===== config.mk =====
export PLATFORM = sky130hd
export DESIGN_NAME = lsu
export DESIGN_NICKNAME = d
export VERILOG_FILES = /design/src/rtl/lsu.sv
export SDC_FILE = /design/constraint.sdc
export NUM_CORES = 1
export LEC_CHECK = 0
export BUFFER_PORTS_ARGS = -buffer_cell sky130_fd_sc_hd__buf_2
export CAP_MARGIN = 5
export CORE_MARGIN = 5
export CORE_UTILIZATION = 35
export CTS_CLUSTER_DIAMETER = 30
export DETAILED_ROUTE_END_ITERATION = 6
export PLACE_DENSITY = 0.69
export RECOVER_POWER = 100
export SLEW_MARGIN = 20
export SYNTH_ARGS = -nofsm -noshare
export SYNTH_HDL_FRONTEND = slang
export SYNTH_SLANG_ARGS = --single-unit

===== constraint.sdc =====
create_clock -name clk_i -period 1.6 [get_ports clk_i]
set_clock_uncertainty 0.05 [all_clocks]
set_input_delay 0.08 -clock clk_i [delete_from_list [all_inputs] [get_ports clk_i]]
set_output_delay 0.08 -clock clk_i [all_outputs]
set_load 0.005 [all_outputs]

===== src/rtl/lsu.sv =====
// lsu: load/store unit between the instruction decoder and the data bus.
//
// Runs one request/grant/response bus transaction per memory instruction and
// stalls the single-cycle core until the access has completed. Loads return
// a sign- or zero-extended result for register writeback.
//
// Ports:
//   clk_i, rst_i          clock and synchronous active-high reset
//   mem_r_en_i            load requested by the decoder
//   mem_wr_en_i           store requested by the decoder (wins over load)
//   funct3_i              access size / sign
//   addr_i                effective byte address
//   wr_data_i             store data (rs2)
//   stall_o               freeze PC and register write
//   rd_data_o             extended load result (registered)
//   fault_o               misaligned address or illegal funct3 (IDLE only)
//   bus_req_o, bus_we_o, bus_addr_o, bus_be_o, bus_wdata_o
//                         data bus request; all zero while bus_req_o is low
//   bus_gnt_i             request accepted
//   bus_rvalid_i          response (load data valid or store ack)
//   bus_rdata_i           load data word
module lsu #(
    parameter int ADDR_W = 32
) (
    input  logic              clk_i,
    input  logic              rst_i,
    input  logic              mem_r_en_i,
    input  logic              mem_wr_en_i,
    input  logic [2:0]        funct3_i,
    input  logic [ADDR_W-1:0] addr_i,
    input  logic [31:0]       wr_data_i,
    output logic              stall_o,
    output logic [31:0]       rd_data_o,
    output logic              fault_o,
    output logic              bus_req_o,
    output logic              bus_we_o,
    output logic [ADDR_W-1:0] bus_addr_o,
    output logic [3:0]        bus_be_o,
    output logic [31:0]       bus_wdata_o,
    input  logic              bus_gnt_i,
    input  logic              bus_rvalid_i,
    input  logic [31:0]       bus_rdata_i
);

    typedef enum logic [1:0] {
        S_IDLE = 2'd0,
        S_REQ  = 2'd1,
        S_WAIT = 2'd2,
        S_DONE = 2'd3
    } state_t;

    state_t             state_q, state_d;
    logic               we_q, we_d;
    logic [ADDR_W-1:0]  addr_q, addr_d;
    logic [2:0]         funct3_q, funct3_d;
    logic [1:0]         off_q, off_d;
    logic [3:0]         be_q, be_d;
    logic [31:0]        wdata_q, wdata_d;
    logic [31:0]        rd_data_q, rd_data_d;

    logic               acc_s;
    logic               illegal_s;
    logic               misalign_s;
    logic               fault_s;

    // Byte-enable mask for the access size, positioned at the byte offset.
    function automatic logic [3:0] size_mask(input logic [1:0] sz, input logic [1:0] off);
        logic [3:0] m;
        case (sz)
            2'd0:    m = 4'b0001 << off;
            2'd1:    m = 4'b0011 << off;
            2'd2:    m = 4'b1111;
            default: m = 4'b0000;
        endcase
        return m;
    endfunction

    // Store data replicated so every lane carries the value; be selects the lanes.
    function automatic logic [31:0] store_lanes(input logic [1:0] sz, input logic [31:0] d);
        logic [31:0] w;
        case (sz)
            2'd0:    w = {4{d[7:0]}};
            2'd1:    w = {2{d[15:0]}};
            2'd2:    w = d;
            default: w = 32'h0000_0000;
        endcase
        return w;
    endfunction

    // Pick the addressed byte/halfword out of the bus word and extend it.
    function automatic logic [31:0] load_extract(input logic [2:0] f3, input logic [1:0] off,
                                                 input logic [31:0] w);
        logic [7:0]  b;
        logic [15:0] h;
        logic [31:0] r;
        case (off)
            2'd0:    b = w[7:0];
            2'd1:    b = w[15:8];
            2'd2:    b = w[23:16];
            2'd3:    b = w[31:24];
            default: b = 8'h00;
        endcase
        if (off[1]) begin
            h = w[31:16];
        end else begin
            h = w[15:0];
        end
        case (f3)
            3'd0:    r = {{24{b[7]}}, b};
            3'd1:    r = {{16{h[15]}}, h};
            3'd2:    r = w;
            3'd4:    r = {24'h00_0000, b};
            3'd5:    r = {16'h0000, h};
            default: r = 32'h0000_0000;
        endcase
        return r;
    endfunction

    // Decode of the instruction currently presented by the decoder.
    always_comb begin
        acc_s = mem_r_en_i | mem_wr_en_i;
        if (mem_wr_en_i) begin
            illegal_s = (funct3_i > 3'd2);
        end else begin
            illegal_s = (funct3_i == 3'd3) || (funct3_i == 3'd6) || (funct3_i == 3'd7);
        end
        misalign_s = ((funct3_i[1:0] == 2'd1) && addr_i[0]) ||
                     ((funct3_i[1:0] == 2'd2) && (addr_i[1:0] != 2'b00));
        fault_s = illegal_s | misalign_s;
    end

    // Next-state and latch logic for the transaction FSM.
    always_comb begin
        state_d   = state_q;
        we_d      = we_q;
        addr_d    = addr_q;
        funct3_d  = funct3_q;
        off_d     = off_q;
        be_d      = be_q;
        wdata_d   = wdata_q;
        rd_data_d = rd_data_q;
        case (state_q)
            S_IDLE: begin
                if (acc_s && !fault_s) begin
                    we_d     = mem_wr_en_i;
                    addr_d   = {addr_i[ADDR_W-1:2], 2'b00};
                    funct3_d = funct3_i;
                    off_d    = addr_i[1:0];
                    be_d     = size_mask(funct3_i[1:0], addr_i[1:0]);
                    if (mem_wr_en_i) begin
                        wdata_d = store_lanes(funct3_i[1:0], wr_data_i);
                    end else begin
                        wdata_d = 32'h0000_0000;
                    end
                    state_d = S_REQ;
                end else begin
                    state_d = S_IDLE;
                end
            end
            S_REQ: begin
                if (bus_gnt_i) begin
                    state_d = S_WAIT;
                end else begin
                    state_d = S_REQ;
                end
            end
            S_WAIT: begin
                if (bus_rvalid_i) begin
                    state_d = S_DONE;
                    if (!we_q) begin
                        rd_data_d = load_extract(funct3_q, off_q, bus_rdata_i);
                    end else begin
                        rd_data_d = rd_data_q;
                    end
                end else begin
                    state_d = S_WAIT;
                end
            end
            // The instruction is still presented here; returning to IDLE
            // first keeps it from being launched a second time.
            S_DONE: begin
                state_d = S_IDLE;
            end
            default: begin
                state_d = S_IDLE;
            end
        endcase
    end

    // State and latch registers with synchronous reset.
    always_ff @(posedge clk_i) begin
        if (rst_i) begin
            state_q   <= S_IDLE;
            we_q      <= 1'b0;
            addr_q    <= {ADDR_W{1'b0}};
            funct3_q  <= 3'd0;
            off_q     <= 2'd0;
            be_q      <= 4'b0000;
            wdata_q   <= 32'h0000_0000;
            rd_data_q <= 32'h0000_0000;
        end else begin
            state_q   <= state_d;
            we_q      <= we_d;
            addr_q    <= addr_d;
            funct3_q  <= funct3_d;
            off_q     <= off_d;
            be_q      <= be_d;
            wdata_q   <= wdata_d;
            rd_data_q <= rd_data_d;
        end
    end

    // Stall, fault and bus outputs derived from state and latched fields.
    always_comb begin
        case (state_q)
            S_IDLE:  stall_o = acc_s & ~fault_s;
            S_REQ:   stall_o = 1'b1;
            S_WAIT:  stall_o = 1'b1;
            S_DONE:  stall_o = 1'b0;
            default: stall_o = 1'b0;
        endcase
        fault_o   = (state_q == S_IDLE) & acc_s & fault_s;
        bus_req_o = (state_q == S_REQ);
        if (bus_req_o) begin
            bus_we_o    = we_q;
            bus_addr_o  = addr_q;
            bus_be_o    = be_q;
            bus_wdata_o = wdata_q;
        end else begin
            bus_we_o    = 1'b0;
            bus_addr_o  = {ADDR_W{1'b0}};
            bus_be_o    = 4'b0000;
            bus_wdata_o = 32'h0000_0000;
        end
        rd_data_o = rd_data_q;
    end

endmodule


==> metrics.md, run 1 <==
| Metric | Value |
|---|---|
| Vias in the first global route | `5,495` |
| Slowest stage delay, CP | `340 ps` |
| CP Launch Type | `flop` |
| H-tree depth | `3` |
| Syn Inst Count | `599` |
| Max Fclk | `0.604 GHz` |
| Clk root buf | `clkbuf_16` |
| Clk pwr share | `33.3%` |
| Ratio of cells with drive above 1 in the final layout | `between 30 and 40%` |
| R2R depth | `7` |
| Worst skew pair latency | `between 300 and 400 ps` |
| Mapped Area | `5140 sq um` |
| CTS Buffer Depth | `2` |
| Die height | `131 microns` |
| Reg2reg end | `rd_data_o[12]$_SDFFE_PP0P_` |
| Worst Hold Class | `input port to flop` |
| Peak VDD IR | `0.479 mV` |
| Static Leakage | `3.47 nW` |
| Max_cap viols | `0` |
| Flop pwr share | `44.8%` |
| Gr usage total | `between 20% and 30%` |
| Drt first pass iters | `5` |
| Fin worst setup slack | `-56.8 ps` |
| Final Core Density | `54.8%` |
| Yosys warns | `0` |
| CP max stage cell | `dfxtp_2` |
| Starting density of the core | `35.5%` |
| Final setup viols | `77` |
| # port buffers | `206` |
| CP required | `1470 ps` |
| Die width | `131 microns` |
| Violated checks | `setup timing` |
| Outcome | `finished with violations` |
| Area Growth Syn to Fin | `54.2%` |
| Die area | `17,200 sq um` |
| Critical Path End | `bus_addr_o[21]` |
| ANT cells | `0` |
| Placement Rows | `44` |
| Crit path max fanout | `17` |
| Inst Count DP | `985` |
| Count of different cell masters after synthesis | `51` |
| Maximum number of pins on one net before global-route repair | `39` |
| Via Count | `5,633` |
| Slew margin rel. | `~43%` |
| CTS Buf Count | `9` |
| Dpl hpwl | `12,000 microns` |
| Core ar. | `14,500 sq um` |
| Switch share | `28.3%` |
| Asr flop ratio synth | `0%` |
| Max Slew Vio Count | `0` |
| Reg2Reg Setup Slack | `-40 ps` |
| Initial drt markers | `429` |
| Initial antenna violation count | `0` |
| Total wire length | `18,600 microns` |
| Number of synthesized register bits | `between 100 and 150` |
| Fillers | `1,310` |
| PwrDens | `a little under 800 nW/um^2` |
| Drt drc | `0` |
| CTS tree | `built` |
| Clock transition at path regs | `70 ps` |
| Final Critical Period | `roughly 1700 ps` |
| RSZ-0062 raised after global routing | `true` |
| Vias/cell | `between 5 and 6` |
| Multi-input gate area | `2910 sq um` |
| Register area | `2140 sq um` |
| WS Path Type | `flop to output port` |
| Least-Margin Pin Slew | `857 ps` |
| Number of nets in the layout | `990` |
| Switching Power | `roughly 1.8 mW` |
| Grt ovf | `0` |
| Prevailing post-synth register cell | `dfxtp_1` |
| Crit-path cells | `inv_2, buf_6, ha_4, buf_16, and2_1, buf_2` |
| Global-route wire length before repair | `28,800 microns` |
| Num ports | `between 200 and 250` |
| CP Capture Type | `output port` |
| Final std cells w/o fill | `1,070` |
| Gate power share | `21.9%` |
| Routed len/inst | `17.3 microns` |
| Cell Int Power | `4.49 mW` |
| Final Hold Viols | `0` |
| GP Congestion | `roughly 0.87` |
| Antenna-violating nets left | `0` |
| Num Clock Sinks | `106` |
| Post-synth EDFFs | `0` |
| Crit path DAT | `around 1500 ps` |
| Final period util | `104%` |
| Sequential share of the synthesized area | `41.3%` |
| Avg Cell Area, Syn | `8.59 sq um` |
[Yosys cell counts, types with 3 or more instances]
cell	count	area, sq um
dfxtp_1	106	2120
nand2_1	88	330
a21oi_1	73	365
and2_1	68	425
a22o_1	38	333
clkbuf_1	26	97.6
o21ai_0	25	125
nor2b_1	17	106
a211o_1	16	140
buf_2	15	75.1
o2bb2ai_1	10	87.6
a211oi_1	9	67.6
nand2b_1	8	50.1
nor2_1	8	30.0
a222oi_1	7	70.1
nor3_1	6	30.0
o21ai_1	6	30.0
inv_1	5	18.8
a221oi_1	4	35.0
a32o_1	4	40.0
buf_1	4	15.0
buf_4	4	30.0
ha_1	4	50.1
mux2i_1	4	40.0
o221ai_1	4	35.0
o22ai_1	4	25.0
a21o_1	3	22.5
buf_6	3	33.8
o32ai_1	3	26.3
or4b_1	3	30.0
[metrics by stage]
step           area [sq um]  TNS, ps  power [mW]  setup slack [ps]  hold WS (ps)
3_3_place_gp           6660     -390        3.95             -59.7           259
2_1_floorplan          5160        0        3.46              4.97           163
6_report               7930    -2530        6.26             -56.8          15.7
4_1_cts                7700    -3560        6.20             -85.8          4.26
3_5_place_dp           6660    -1930        3.96             -85.3           265
5_1_grt                7930    -8640        6.52              -138          33.0
[cell usage in the layout, fill, tap and decap left out, types with 18 or more instances in the layout]
cell / synthesis / routed
buf_2: 15 / 162
a21oi_1: 73 / 73
dlygate4sd3_1: 0 / 57
buf_4: 4 / 35
a22o_1: 38 / 38
buf_6: 3 / 24
and2_1: 68 / 50
dfxtp_1: 106 / 101
clkbuf_1: 26 / 29
nand2_1: 88 / 88
and2_4: 0 / 18
[layer usage]
| layer | share of wire, % | global-route usage (%) | up-vias | routed length (microns) |
|---|---|---|---|---|
| li1 | - | - | 2710 | - |
| met4 | 2.8 | 8.14 | 0 | 518 |
| met2 | 47 | 32.4 | 265 | 8700 |
| met1 | 41 | 25.3 | 2622 | 7650 |
| met5 | 0 | 0 | - | 0 |
| met3 | 9.1 | 6.08 | 36 | 1690 |
[power by group through the flow]
stage / clock network [mW] / logic, mW / registers, mW
2_1_floorplan: 0 / 0.623 / 2.84
3_3_place_gp: 0 / 1.10 / 2.86
3_5_place_dp: 0 / 1.10 / 2.86
4_1_cts: 2.13 / 1.27 / 2.80
5_1_grt: 2.22 / 1.48 / 2.82
6_report: 2.08 / 1.37 / 2.80
[final cells by class]
type	instances	share of cell area, %
Sequential cell	106	26.9
Clock inverter	5	0.394
Timing Repair Buffer	322	29.9
Tap cell	184	2.90
Inverter	5	0.237
Clock buffer	11	2.93
Multi-Input combinational cell	437	36.7
[worst min path at each step]
stage | start | to | slack (ps) | depth (start not counted)
finish | wr_data_i[13] | wdata_q[29]$_SDFFE_PP0P_ | 20 | 3
global route | wr_data_i[11] | wdata_q[27]$_SDFFE_PP0P_ | 30 | 4
CTS | bus_rdata_i[22] | rd_data_o[22]$_SDFFE_PP0P_ | 4 | 3
detailed placement | wr_data_i[7] | wdata_q[7]$_SDFFE_PP0P_ | 270 | 2
global placement | wr_data_i[7] | wdata_q[7]$_SDFFE_PP0P_ | 260 | 2
floorplan | wr_data_i[2] | wdata_q[2]$_SDFFE_PP0P_ | 160 | 1
[sequential cells by signal, summed over array words and instances, names as in the netlist, named ones only]
name	cells
rd_data_o	32
wdata_q	32
addr_q	30
be_q	4
funct3_q	3
off_q	2
state_q	1
we_q	1
[timing repair]
action	4_1_cts	5_1_grt
hold buffers	57	0
gates resized for setup	35	51
buffers inserted	3	4
endpoints found under the setup margin	114	169
hold endpoints to repair	56	0
pin swaps	5	37
gates cloned	3	3
[worst max-delay path: cells and delay by family, from the launching register on]
kind                       cells  cell delay, ps
adders and majority gates      1             210
and+or+nand+nor                1             170
DFF                            1             340
buffers and inverters          4             450
[kinds of logic (layout without fill, tap and decap cells)]
logic type,after synthesis,in the layout,share of synthesized area [%]
buf+inv,57,343,5.25
fa+ha+maj,4,4,0.973
compound gates,217,217,30.1
simple gates,210,210,21.6
mux,4,4,0.778
other cells,1,2,0.0729
flops,106,106,41.3
Note: power is estimated with default switching activity, not from simulation.
==> inputs of run 2 (changes only) <==
PLACE_DENSITY = 0.67   (was 0.69)
clock period = 1.7 ns   (was 1.6 ns; I/O delays follow)
==> metrics.md, run 2 (synthesized netlist as in run 1, its figures left out) <==
| Metric | Value |
|---|---|
| Final period util | `96.8%` |
| Crit path DAT | `1840 ps (+310 ps)` |
| Final Critical Period | `1650 ps` |
| Max Slew Vio Count | `0 (unchanged)` |
| Min Hold Slack | `17.5 ps (+1.86 ps)` |
| Gr usage total | `18.8% (-1.3 points)` |
| H-tree depth | `3 (unchanged)` |
| Die height | `131 microns (unchanged)` |
| Worst Hold Class | `input port to flop` |
| Vias in the first global route | `5,362 (-2.4%)` |
| Routed len/inst | `17.0 microns (-2.1%)` |
| Final Core Density | `52.4% (-2.4 points)` |
| Worst Min Path Start | `bus_rdata_i[4]` |
| Num Clock Sinks | `106 (unchanged)` |
| Total Power | `6.03 mW (-3.7%)` |
| Die width | `131 microns (unchanged)` |
| Clk pwr share | `36.3% (+3.0 points)` |
| Fin worst setup slack | `53.9 ps (+111 ps)` |
| Maximum number of pins on one net before global-route repair | `71 (+82%)` |
| Flop pwr share | `43.8% (-1.0 points)` |
| Via Count | `5,596 (-0.66%)` |
| Commonest non-fill, non-tap cell in the layout | `buf_2` |
| Largest delay contributor family on the critical path | `compound AO/OA/AOI/OAI gates` |
| Initial antenna violation count | `1 (+1)` |
| Drt first pass iters | `5 (unchanged)` |
| Most frequent cells in the layout | `buf_2, dfxtp_1, nand2_1` |
| Final Instance Area | `7590 sq um (-4.4%)` |
| Slowest stage delay, CP | `350 ps (about the same)` |
| Core ar. | `14,500 sq um (unchanged)` |
| Max_cap viols | `0 (unchanged)` |
| Placed Area | `6580 sq um (-1.2%)` |
| Switch share | `27.5% (-0.79 points)` |
| Grt ovf | `0 (unchanged)` |
| Crit-path cells | `inv_2, ha_1, o21a_1, o21a_2, nor2_2, buf_12, a22o_1` |
| Final setup viols | `0 (-100%)` |
| Global routing's busiest layer | `met2` |
| Final Hold Viols | `0 (unchanged)` |
| Switching Power | `1.66 mW (-6.4%)` |
| # port buffers | `206 (unchanged)` |
| Worst skew pair latency | `350 ps (about the same)` |
| PwrDens | `794 nW/um^2 (+0.69%)` |
| CTS Buf Count | `9 (unchanged)` |
| Inst Count DP | `978 (-0.71%)` |
| Die area | `17,200 sq um (unchanged)` |
| CTS Buffer Depth | `2 (unchanged)` |
| Met1 Usage GRT | `23.8% (-1.5 points)` |
| Hold Path Cell Cnt | `3 (unchanged)` |
| Starting density of the core | `35.5% (unchanged)` |
| Clk root buf | `clkbuf_16` |
| CP bufs+invs | `2 (-2)` |
| Ratio of cells with drive above 1 in the final layout | `32.0% (-2.6 points)` |
| Number of nets in the layout | `974 (-1.6%)` |
| Vias/cell | `5.30 (+0.76%)` |
| Crit path max fanout | `32 (+15)` |
| CP max stage cell | `dfxtp_2` |
| Static Leakage | `3.35 nW (-3.4%)` |
| Initial drt markers | `491 (+14%)` |
| WS Path Type | `flop to flop` |
| Total wire length | `17,900 microns (-3.4%)` |
| Fin Setup TNS | `0 ps (+2530 ps)` |
| GP Congestion | `0.835 (-3.7%)` |
| GR Util met3 | `6.04% (-0.038 points)` |
| Global-route wire length before repair | `27,400 microns (-4.8%)` |
| R2R depth | `7 (unchanged)` |
| Area Growth Syn to Fin | `47.5%` |
| RSZ-0062 raised after global routing | `true` |
| Placement Rows | `44 (unchanged)` |
| Final std cells w/o fill | `1,055 (-1.4%)` |
| CTS tree | `built` |
| Dpl hpwl | `12,100 microns (+0.74%)` |
| CP Depth | `7 (+1)` |
| Least-Margin Pin Slew | `701 ps (-155 ps)` |
| Peak VDD IR | `0.611 mV (+27%)` |
| CP required | `1890 ps (+420 ps)` |
| CP Capture Type | `flop` |
| Antenna-violating nets left | `0 (unchanged)` |
| Outcome | `complete, no violations` |
| CP Launch Type | `flop` |
| Num ports | `209 (unchanged)` |
| Slew margin rel. | `53.1% (+10 points)` |
| Cell Int Power | `4.37 mW (-2.6%)` |
| Clock transition at path regs | `80 ps (about the same)` |
| Grt met2 use | `30.0% (-2.4 points)` |
| Drt drc | `0 (unchanged)` |
| Pre-CTS setup slack | `-18.5 ps (+66.8 ps)` |
| Max Fclk | `0.607 GHz` |
| Gate power share | `19.9% (-2.0 points)` |
run 2: cell types whose count changed in the layout (fill, tap and decap cells not counted), sizes merged:
cell	before	now
buf	233	229
bufbuf	1	0
bufinv	0	1
clkbuf	42	32
clkinv	4	1
clkinvlp	1	2
diode	0	1
dlygate4sd3	57	54
inv	5	7
nor2	10	11
run 2: final cells by class:
cell class / count / area [sq um]
fill: 1350 / 6890
multi-input combinational: 438 / 2840
sequential: 106 / 2130
timing repair buffer: 305 / 2050
clock buffer: 10 / 239
tap: 184 / 230
clock inverter: 6 / 73.8
inverter: 5 / 18.8
antenna: 1 / 2.50
run 2: timing repair:
| action | CTS | global route |
|---|---|---|
| hold endpoints to repair | 54 | 0 |
| pin swaps | 0 | 9 |
| cloned | 0 | 5 |
| endpoints found under the setup margin | 35 | 124 |
| gates resized for setup | 4 | 24 |
| buffers inserted | 0 | 1 |
| hold buffers | 54 | 0 |
run 2: worst reg2reg max path: stages (launching register included):
cell and delay [ps]:
dfxtp_2 350, inv_2 90, ha_1 190, o21a_1 170, o21a_2 200, nor2_2 60
buf_12 180, a22o_1 250
run 2: routing by layer:
layer  share of wire, %  wire length (microns)
met2                 47                   8340
met1                 43                   7670
met3                7.9                   1420
met4                2.8                    502
met5                  0                      0
run 2: path summary, 6_finish.rpt:
check                                                  to  slack, ps
worst max register to register   wdata_q[24]$_SDFFE_PP0P_         50
worst min-delay path            rd_data_o[4]$_SDFFE_PP0P_         20
worst max-delay path             wdata_q[24]$_SDFFE_PP0P_         50
worst min register to register    addr_q[18]$_SDFFE_PP0P_        400
run 2: power by group through the flow:
stage | sequential [mW] | combinational, mW | clock (mW)
final | 2.64 | 1.20 | 2.19
after global routing | 2.65 | 1.31 | 2.36
after CTS | 2.63 | 1.10 | 2.25
after detailed placement | 2.69 | 1.00 | 0
after global placement | 2.69 | 0.996 | 0
after floorplan | 2.67 | 0.585 | 0
